==> src/rtl/eightbit_divider_seq.sv <==
// Sequential 8-bit unsigned restoring divider: one quotient bit per clock,
// using a single eightbit_subtractor for the trial subtraction.

module eightbit_subtractor (
  input  logic [7:0] a,
  input  logic [7:0] b,
  output logic [7:0] diff,
  output logic       cout,
  output logic       overflow
);
  logic [8:0] sum;

  // A - B as A + ~B + 1; cout = 1 means no borrow
  assign sum      = {1'b0, a} + {1'b0, ~b} + 9'd1;
  assign diff     = sum[7:0];
  assign cout     = sum[8];
  assign overflow = (a[7] ^ b[7]) & (a[7] ^ sum[7]);
endmodule

module eightbit_divider_seq (
  input  logic       clk,
  input  logic       rst_n,
  input  logic       start,
  input  logic [7:0] dividend,
  input  logic [7:0] divisor,
  output logic       busy,
  output logic       done,
  output logic [7:0] quotient,
  output logic [7:0] remainder,
  output logic       div_by_zero
);
  typedef enum logic [1:0] {
    IDLE = 2'd0,
    RUN  = 2'd1,
    DONE = 2'd2
  } state_t;

  state_t     state, state_nxt;
  logic [7:0] r_reg, q_reg, d_reg;
  logic [2:0] cnt;

  logic [8:0] s;
  logic [7:0] sub_diff;
  logic       sub_cout;
  logic       unused_sub_ovf;
  logic       take;
  logic [7:0] r_next, q_next;

  assign s = {r_reg, q_reg[7]};

  eightbit_subtractor u_sub (
    .a        (s[7:0]),
    .b        (d_reg),
    .diff     (sub_diff),
    .cout     (sub_cout),
    .overflow (unused_sub_ovf)
  );

  // With S[8] set the true difference is below D, so the low 8 bits are exact
  assign take   = s[8] | sub_cout;
  assign r_next = take ? sub_diff : s[7:0];
  assign q_next = {q_reg[6:0], take};

  always_ff @(posedge clk or negedge rst_n) begin
    if (!rst_n) state <= IDLE;
    else        state <= state_nxt;
  end

  always_comb begin
    state_nxt = state;
    case (state)
      IDLE: if (start) state_nxt = (divisor != '0) ? RUN : DONE;
      RUN:  if (cnt == 3'd7) state_nxt = DONE;
      DONE: state_nxt = IDLE;
      default: state_nxt = IDLE;
    endcase
  end

  assign busy = (state == RUN);
  assign done = (state == DONE);

  // Result outputs only move on the edge entering DONE
  always_ff @(posedge clk or negedge rst_n) begin
    if (!rst_n) begin
      r_reg       <= '0;
      q_reg       <= '0;
      d_reg       <= '0;
      cnt         <= '0;
      quotient    <= '0;
      remainder   <= '0;
      div_by_zero <= 1'b0;
    end else begin
      case (state)
        IDLE: begin
          if (start) begin
            if (divisor != '0) begin
              r_reg <= '0;
              q_reg <= dividend;
              d_reg <= divisor;
              cnt   <= '0;
            end else begin
              quotient    <= '1;
              remainder   <= dividend;
              div_by_zero <= 1'b1;
            end
          end
        end
        RUN: begin
          r_reg <= r_next;
          q_reg <= q_next;
          cnt   <= cnt + 3'd1;
          if (cnt == 3'd7) begin
            quotient    <= q_next;
            remainder   <= r_next;
            div_by_zero <= 1'b0;
          end
        end
        default: ;
      endcase
    end
  end
endmodule

==> config.mk <==
export PLATFORM = sky130hd
export DESIGN_NAME = eightbit_divider_seq
export DESIGN_NICKNAME = d
export VERILOG_FILES = /design/src/rtl/eightbit_divider_seq.sv
export SDC_FILE = /design/constraint.sdc
export NUM_CORES = 1
export LEC_CHECK = 0
export ABC_AREA = 1
export CAP_MARGIN = 20
export CORE_ASPECT_RATIO = 1.5
export CORE_MARGIN = 8
export CORE_UTILIZATION = 43
export DETAILED_ROUTE_END_ITERATION = 16
export DONT_BUFFER_PORTS = 1
export GPL_TIMING_DRIVEN = 0
export MAX_ROUTING_LAYER = met4
export REMOVE_ABC_BUFFERS = 1
export SETUP_SLACK_MARGIN = 0.3
export SLEW_MARGIN = 20
export SYNTH_ARGS = -nofsm -noshare
export SYNTH_HDL_FRONTEND = slang
export SYNTH_SLANG_ARGS = --single-unit
export TNS_END_PERCENT = 10
==> constraint.sdc <==
create_clock -name clk -period 2.7 [get_ports clk]
set_clock_uncertainty 0.2 [all_clocks]
set_input_delay 0.675 -clock clk [delete_from_list [all_inputs] [get_ports clk]]
set_output_delay 0.675 -clock clk [all_outputs]
set_load 0.02 [all_outputs]
### Word level (Yosys, flattened, before mapping)

Index checks and enable logic that the tools add are counted.

| operators by class | value |
|---|---|
| equality and inequality tests | 7 |
| bitwise operators | 2 |
| add/sub/neg operators | 3 |
| muxes and demuxes | 26 |
| reductions and logical operators | 7 |

Operators by type and width:

| kind | number |
|---|---|
| 8-bit two-way mux | 11 |
| 8-bit one-hot mux with 2 select lines | 4 |
| 8-bit by 8-bit adder with 9-bit output | 1 |
| 9-bit by 1-bit adder with 9-bit output (second input constant) | 1 |
| 8-bit inverter | 1 |
| 8-bit nonzero test | 1 |
| 2-bit two-way mux | 3 |
| 3-bit two-way mux | 2 |
| 2-bit inequality test (second input constant) | 3 |
| 3-bit one-hot mux with 2 select lines | 1 |
| 3-bit AND reduction | 2 |
| 2-bit one-hot mux with 2 select lines | 1 |
| 4-bit AND reduction | 1 |
| 3-bit by 1-bit adder with 3-bit output (second input constant) | 1 |
| 3-bit == test (second input constant) | 1 |
| 1-bit two-way mux | 3 |
| 2-bit by 1-bit == test with 1-bit output (second input constant) | 1 |
| 2-bit == test (second input constant) | 1 |
| 2-bit logical NOT | 1 |
| 2-bit by 1-bit inequality test with 1-bit output (second input constant) | 1 |
| 1-bit one-hot mux with 2 select lines | 1 |
| 2-bit AND reduction | 1 |
| 2-bit nonzero test | 1 |
| 1-bit OR | 1 |

| storage, ports and cells | value |
|---|---|
| output and inout port bits | 19 |
| bits of input ports | 19 |
| bits in registers | 46 |
| logic and storage cells | 53 |

### Longest topological paths before layout

Gate-level depths: netlist of the first run.

| depth | value |
|---|---|
| word-level depth | 7 |
| depth in mapped cells | 14 |
| depth with buffers taken out | 14 |

### Modules after synthesis

Synthesis of the first run repeated with hierarchy kept, for this count alone.

| unflattened totals | value |
|---|---|
| cells, all modules | 338 |
| area, all modules | 2590.0 um^2 |

Modules (own cells, without submodules):

| module | seq. area each (um^2) | area each (um^2) | cells an instance | times used |
|---|---|---|---|---|
| eightbit_divider_seq | 1151.1 | 2160.8 | 266 | 1 |
| eightbit_subtractor | 0.0 | 429.2 | 72 | 1 |

### Least setup slack after synthesis of the first run

Ideal clock, no wire load.

| timing path | value |
|---|---|
| path type | register -> register |
| start | reg q_reg[7] |
| end | reg remainder[7] |
| required time | 2.387 ns |
| setup slack | 0.682 ns |
| buffers on the path | 0 |
| stages on the path, launching flop included | 15 |
| setup time | 0.113 ns |
| period minus slack after synthesis | 2.018 ns |
| data arrival time | 1.705 ns |
| cells stage by stage | dfrtp_1 inv_1 ha_1 inv_1 fa_1 nand2_1 nand2_1 nand3_2 nand2_1 nand2_4 nor2_4 nand2_1 nand3_1 nand2_1 inv_1 |

| between the ends | value |
|---|---|
| longest elaborated chain between the ends | 6 |

Ends and longest elaborated chain:

| what | RTL line | RTL |
|---|---|---|
| start: declaration | 39 | `logic [7:0] r_reg, q_reg, d_reg;` |
| start signal: assignment | 98 | `q_reg <= dividend;` |
| start signal: assignment | 110 | `q_reg <= q_next;` |
| 8-bit by 8-bit adder with 9-bit output * | 14 | `assign sum = {1'b0, a} + {1'b0, ~b} + 9'd1;` |
| 9-bit by 1-bit adder with 9-bit output * | 14 |  |
| 1-bit OR | 60 | `assign take = s[8] \| sub_cout;` |
| 8-bit two-way mux * | 61 | `assign r_next = take ? sub_diff : s[7:0];` |
| 8-bit two-way mux * | 112 | `if (cnt == 3'd7) begin` |
| 8-bit one-hot mux with 2 select lines * | 93 | `case (state)` |
| end signal: assignment | 103 | `remainder <= dividend;` |
| end signal: assignment | 114 | `remainder <= r_next;` |
| end: declaration | 29 | `output logic [7:0] remainder,` |

Every way passes the cells marked *; elsewhere a longest branch is shown, timed or not. The select of a mux whose other input is x is not followed.
A chain may end at the register's enable or synchronous reset.

### Worst setup path in the final report of the first run

| timing path | value |
|---|---|
| start | reg q_reg[7] |
| end | reg q_reg[0] |

| between the ends | value |
|---|---|
| longest elaborated chain between the ends | 4 |

Ends and longest elaborated chain:

| what | RTL line |
|---|---|
| 8-bit by 8-bit adder with 9-bit output | 14 |
| 9-bit by 1-bit adder with 9-bit output | 14 |
| 1-bit OR | 60 |
| 8-bit one-hot mux with 2 select lines | 93 |

No other way between the ends.

==> results of run 1 <==
[cells by family (layout without fill, tap and decap cells)]
logic type      count (synthesis)  in the layout  share of synthesized area (%)
xor+xnor                        3              3                           1.05
flops                          46             46                           46.2
simple gates                  153            153                           27.4
buf+inv                        60             61                           9.73
fa+ha+maj                      11             11                           5.82
compound gates                 42             42                           9.78
[synth_stat cells]
master	n
a21oi_1	8
a21oi_2	1
a22o_1	2
a22oi_1	7
a31oi_1	1
buf_2	6
buf_6	1
clkbuf_1	2
dfrtp_1	46
fa_1	1
ha_1	10
inv_1	49
inv_2	1
inv_4	1
nand2_1	68
nand2_2	2
nand2_4	2
nand3_1	33
nand3_2	1
nand3b_1	1
nand4_1	3
nor2_1	32
nor2_4	1
nor3_1	1
o21ai_0	22
o21ai_2	1
or2_0	3
or2_1	3
or2_2	3
xnor2_1	1
xor2_1	2
[timing repair]
action	4_1_cts	5_1_grt
setup buffers	0	2
endpoints found under the hold margin	46	0
setup endpoints to repair	0	14
hold buffers	1	0
gates resized for setup	0	7
[layout by cell type (no fill, tap or decap), types with 3 or more instances in the layout]
cell	netlist	routed
dfrtp_1	46	46
clkbuf_8	0	6
nor2_1	32	32
a21oi_1	8	8
o21ai_0	22	22
nand2_1	68	66
ha_1	10	10
nand4_1	3	3
or2_0	3	3
inv_1	49	48
or2_2	3	3
nand3_1	33	33
or2_1	3	3
a22oi_1	7	7
nand2_4	2	3
[where the power goes]
part	leakage (nW)	total (mW)	switching, mW	internal (mW)
logic	0.825	1.88	1.20	0.683
registers	0.549	1.41	0.380	1.03
clock network	0.0573	0.530	0.234	0.296
total	1.43	3.82	1.82	2.01
[layer usage]
layer  global-route usage, %  vias up
met2                    23.2       31
met3                    2.23        7
li1                        -     1003
met1                    15.1      882
met5                       -        -
met4                    5.19        0
[final cells by class]
class / instances / share of cell area, %
multi-input combinational: 209 / 41.5
tap: 72 / 3.32
inverter: 51 / 7.14
clock inverter: 1 / 1.11
timing repair buffer: 3 / 1.57
sequential: 46 / 42.4
clock buffer: 6 / 3.04
[worst max-delay path by stage]
stage                                    start                       end  slack (ns)  depth (start not counted)
after floorplan           q_reg[7]$_DFFE_PN0P_  remainder[7]$_DFFE_PN0P_        0.68                         14
after global placement    q_reg[7]$_DFFE_PN0P_  remainder[5]$_DFFE_PN0P_        0.36                         14
after detailed placement  state[1]$_DFFE_PN0P_  remainder[5]$_DFFE_PN0P_        0.36                          9
after CTS                 state[1]$_DFFE_PN0P_  remainder[5]$_DFFE_PN0P_        0.33                          9
after global routing      q_reg[7]$_DFFE_PN0P_  remainder[5]$_DFFE_PN0P_        0.28                         14
final                     q_reg[7]$_DFFE_PN0P_      q_reg[0]$_DFFE_PN0P_        0.43                         13
[worst max-delay path, stage by stage, from the launching register on]
cell and delay, ns:
dfrtp_1 0.44, inv_1 0.09, ha_1 0.15, inv_2 0.05, fa_2 0.36, nand2_1 0.07
nand2_1 0.08, nand3_2 0.11, nand2_4 0.09, nand2_8 0.12, nor2_4 0.07, buf_4 0.14
nor3_1 0.13, nor2_1 0.06
[stage by stage]
step	hold slack (ns)	area (um2)	setup slack [ns]
floorplan	0.179	2440	0.678
global placement	0.182	2530	0.356
detailed placement	0.181	2530	0.355
CTS	0.0134	2680	0.328
global route	0.0206	2720	0.282
finish	0.00964	2720	0.429
==> impl_metrics.yaml, run 1 <==
route:
  wl_met3_um: 186
  drc: 0
  drt-met1-wl_um: 2320
  drtIter0Drc: 73
  wirelength_um: 5310
  met2WireLength_um: 2720
  ant_nets: 0
  dr.pass1.iters: 4
  viasPerCell: 4.96
  vias: 1923
  wl_per_cell_um: 13.7
  topRoutingLayerUsed: "met4"
timing:
  finalCritPeriodShare_pct: 84.1
  finalCriticalPeriod_ns: 2.27
  report.final.slew_viol_count: 0
  worstMarginPinSlew_ns: 0.595
  hold_violations: 0
  maxSlewHeadroom_pct: 60.2
  rsz0062_at_grt: "yes"
  timing.setup.tns_ns: 0
  setup_viol: 0
  fmax_ghz: 0.440
finish:
  seq_area_um2: 1150
  antenna_cells: 0
  syn_to_final_growth_pct: 8.93
  multi_input_area_um2: 1130
  n_fill_cell: 597
  layout.nets: 346
  final_core_utilization_pct: 47.7
  layout-drive-gt1-share_pct: 8.54
  layout.cells.non_filler: 388
critical_path:
  critPathRequiredTime_ns: 2.70
  r2r-end: "q_reg[0]$_DFFE_PN0P_"
  end_kind: "flop"
  crit_type: "reg -> reg"
  worstPathMaxFanout: 10
  r2r_start: "q_reg[7]$_DFFE_PN0P_"
  cp.arrival_ns: 2.27
  r2r_slack_ns: 0.43
  ff2ff_path_depth: 13
  critPathLaunchType: "flop"
global_routing:
  grt-ovfl-total: 0
  grt_pass1_vias: 1949
  grt_usage_pct: 13.4
  grt_pass1_wl_um: 8960
  grt_max_degree: 47
  antenna_found_initial: 0
pwr:
  leakagePower_nw: 1.43
  p_total_mw: 3.82
  power.density_nw_per_um2: 1410
  ir_drop_mv: 0.452
worst_hold_path:
  min_path_type: "in -> async"
cts:
  cts_root_buf: "clkbuf_8"
  cts_buffer_depth: 2
  cts.sinks: 46
  path_clk_slew_ns: 0.08
  numCtsBuffers: 5
  cts_max_level: 2
  tritoncts: "done"
  worst_skew_pair.late_latency_ns: 0.30
placement:
  hpwl_um: 3820
  gp_congestion: 0.773
  dp_cells: 378
  port_buffers: 0
job:
  maxCapViolCount: 0
logic_synthesis:
  netlist_area_um2: 2490
  synth.yosys.seq_area_share_pct: 46.2
  yosys.area.top_type: "dfrtp_1"
  synth_top_area_share_pct: 46.2
  synth_area_per_cell_um2: 7.92
  yosys_warnings: 0
  synth_cell_types: 31
  syn_inst: 315
  synthTopCellsByArea: "dfrtp_1, nand2_1, inv_1"
  yosys_register_bits: 46
status:
  outcome: "completed"
die:
  io_pins: 38
  core_area_um2: 5700
  initial_utilization_pct: 43.7
  core.rowCount: 34
  die_h_um: 109
  die_w_um: 78.2
  die-area_um2: 8540
No activity file was read; power rests on OpenSTA's default activity.
==> inputs of run 2 (changes only) <==
- clock period: 2.7 -> 2.3 ns (I/O delays scaled with it)
==> run 2 against run 1 <==
Against the previous run:
- flip-flop and latch count stayed put
- die area stayed put
- maximum frequency is 5.3% higher
- critical path depth is 1 higher
- combinational power is 31% higher
- wire length is 6.6% higher
- largest power group unchanged
- utilization is 2.5 points higher
- non-clock buffer count is 7 higher
- final area is 5.2% higher
- sequential share of layout area is 2.1 points lower
- critical endpoint is now remainder[3]$_DFFE_PN0P_
- via count is 3.7% higher
- global-route usage is 0.62 points higher
==> impl_metrics.yaml, run 2 (synthesis gave the netlist of run 1 again) <==
timing:
  report.final.slew_viol_count: 0
  hold_violations: 0
  setup_viol: 0
  worstMarginPinSlew_ns: 0.598
  maxSlewHeadroom_pct: 60.0
  finalCritPeriodShare_pct: 93.8
  rsz0062_at_grt: "yes"
  fmax_ghz: 0.464
  hold_ws_ns: 0.222
  timing.setup.tns_ns: 0
  finalCriticalPeriod_ns: 2.16
worst_hold_path:
  min_path_cells: 2
  hp-start: "divisor[3]"
  min_path_type: "in -> reg"
  worst_hold_path.endpoint: "d_reg[3]$_DFFE_PN0P_"
critical_path:
  end_kind: "flop"
  cp_slowest_cell: "dfrtp_1"
  ff2ff_path_depth: 14
  crit_type: "reg -> reg"
  crit_chain: "inv_1, ha_2, inv_2, fa_2, nand2_2, nand2_2, nand3_4, nand2_4, nand2_4, buf_2, nand3_1, nand3_2, nand2_1, inv_1"
  cp.arrival_ns: 2.21
  r2r-end: "remainder[3]$_DFFE_PN0P_"
  critPathLaunchType: "flop"
  r2r_slack_ns: 0.14
  cp_slowest_stage_delay_ns: 0.43
  r2r_start: "q_reg[7]$_DFFE_PN0P_"
  critPathRequiredTime_ns: 2.35
  worstPathMaxFanout: 5
cts:
  worst_skew_pair.late_latency_ns: 0.31
  cts.sinks: 46
  numCtsBuffers: 5
  cts_root_buf: "clkbuf_8"
  cts_max_level: 2
  cts_buffer_depth: 2
  tritoncts: "done"
  path_clk_slew_ns: 0.09
die:
  die_h_um: 109
  initial_utilization_pct: 43.7
  die_w_um: 78.2
  io_pins: 38
  core_area_um2: 5700
  die-area_um2: 8540
  core.rowCount: 34
finish:
  final_cell_area_um2: 2860
  final_cell_mix: "nand2_1, inv_1, dfrtp_1"
  layout_commonest_cell: "nand2_1"
  antenna_cells: 0
  layout-drive-gt1-share_pct: 15.5
  syn_to_final_growth_pct: 14.6
  n_fill_cell: 580
  layout.nets: 353
  layout.cells.non_filler: 395
route:
  ant_nets: 0
  wl_per_cell_um: 14.3
  drc: 0
  topRoutingLayerUsed: "met4"
  wirelength_um: 5660
  drt-met1-wl_um: 2390
  met2WireLength_um: 2850
  dr.pass1.iters: 4
  viasPerCell: 5.05
  drtIter0Drc: 74
  wl_met3_um: 233
  vias: 1995
status:
  outcome: "completed"
global_routing:
  grt-ovfl-total: 0
  grt_pass1_vias: 2041
  grt_usage_pct: 14.1
  grt_max_degree: 47
  antenna_found_initial: 0
  grt_pass1_wl_um: 9340
placement:
  port_buffers: 0
  dp_cells: 378
  place_area_um2: 2530
  gp_congestion: 0.773
  hpwl_um: 3820
job:
  maxCapViolCount: 0
pwr:
  ir_drop_mv: 0.502
  p_total_mw: 4.74
  power.density_nw_per_um2: 1660
  leakagePower_nw: 1.50
run 2: worst max-delay path by stage:
stage	start	endpoint	slack (ns)	cells past startpoint
after global routing	q_reg[7]$_DFFE_PN0P_	remainder[7]$_DFFE_PN0P_	0.002	15
final	q_reg[7]$_DFFE_PN0P_	remainder[3]$_DFFE_PN0P_	0.14	14
after floorplan	q_reg[7]$_DFFE_PN0P_	remainder[7]$_DFFE_PN0P_	0.28	14
after global placement	q_reg[7]$_DFFE_PN0P_	remainder[5]$_DFFE_PN0P_	-0.04	14
after CTS	q_reg[7]$_DFFE_PN0P_	remainder[6]$_DFFE_PN0P_	0.12	15
after detailed placement	state[1]$_DFFE_PN0P_	remainder[5]$_DFFE_PN0P_	-0.04	9
run 2: final cells by class:
type | count | area [um2] | area share, %
Clock buffer | 6 | 82.6 | 2.89
Tap cell | 72 | 90.1 | 3.15
Sequential cell | 46 | 1150 | 40.3
Clock inverter | 1 | 30.0 | 1.05
Inverter | 51 | 209 | 7.31
Timing Repair Buffer | 10 | 98.8 | 3.46
Multi-Input combinational cell | 209 | 1200 | 41.9
run 2: metrics by stage:
stage | setup slack, ns | utilization, %
2_1_floorplan | 0.278 | -
3_3_place_gp | -0.0444 | 44.5
3_5_place_dp | -0.0446 | 44.5
4_1_cts | 0.118 | 49.1
5_1_grt | 0.00166 | 50.1
6_report | 0.143 | 50.1
run 2: repair_timing:
item	in CTS	in global routing
endpoints found under the setup margin	21	20
pin swaps	10	14
hold buffers	2	0
endpoints found under the hold margin	46	0
setup buffers	8	0
gates resized for setup	18	14
run 2: worst max-delay path: cells and delay by family (launching register included):
family | cells | cell delay (ns)
adders and majority gates | 2 | 0.50
buffers and inverters | 4 | 0.33
DFF | 1 | 0.43
and+or+nand+nor | 8 | 0.64
run 2: routing by layer:
metal,global-route usage (%),vias to the layer above
li1,-,1013
met1,15.2,921
met2,24.2,46
met3,2.48,15
met4,7.05,0
met5,-,-
run 2: report_power, final:
| group | switching (mW) | internal [mW] | leakage, nW |
|---|---|---|---|
| registers | 0.452 | 1.20 | 0.549 |
| logic | 1.53 | 0.933 | 0.890 |
| clock network | 0.278 | 0.348 | 0.0573 |
| total | 2.26 | 2.49 | 1.50 |
==> inputs of run 3 (changes only) <==
- CTS_CLUSTER_SIZE: not set -> 16
==> results of run 3 <==
The final DEF is identical to that of run 2; final timing and power are the same.
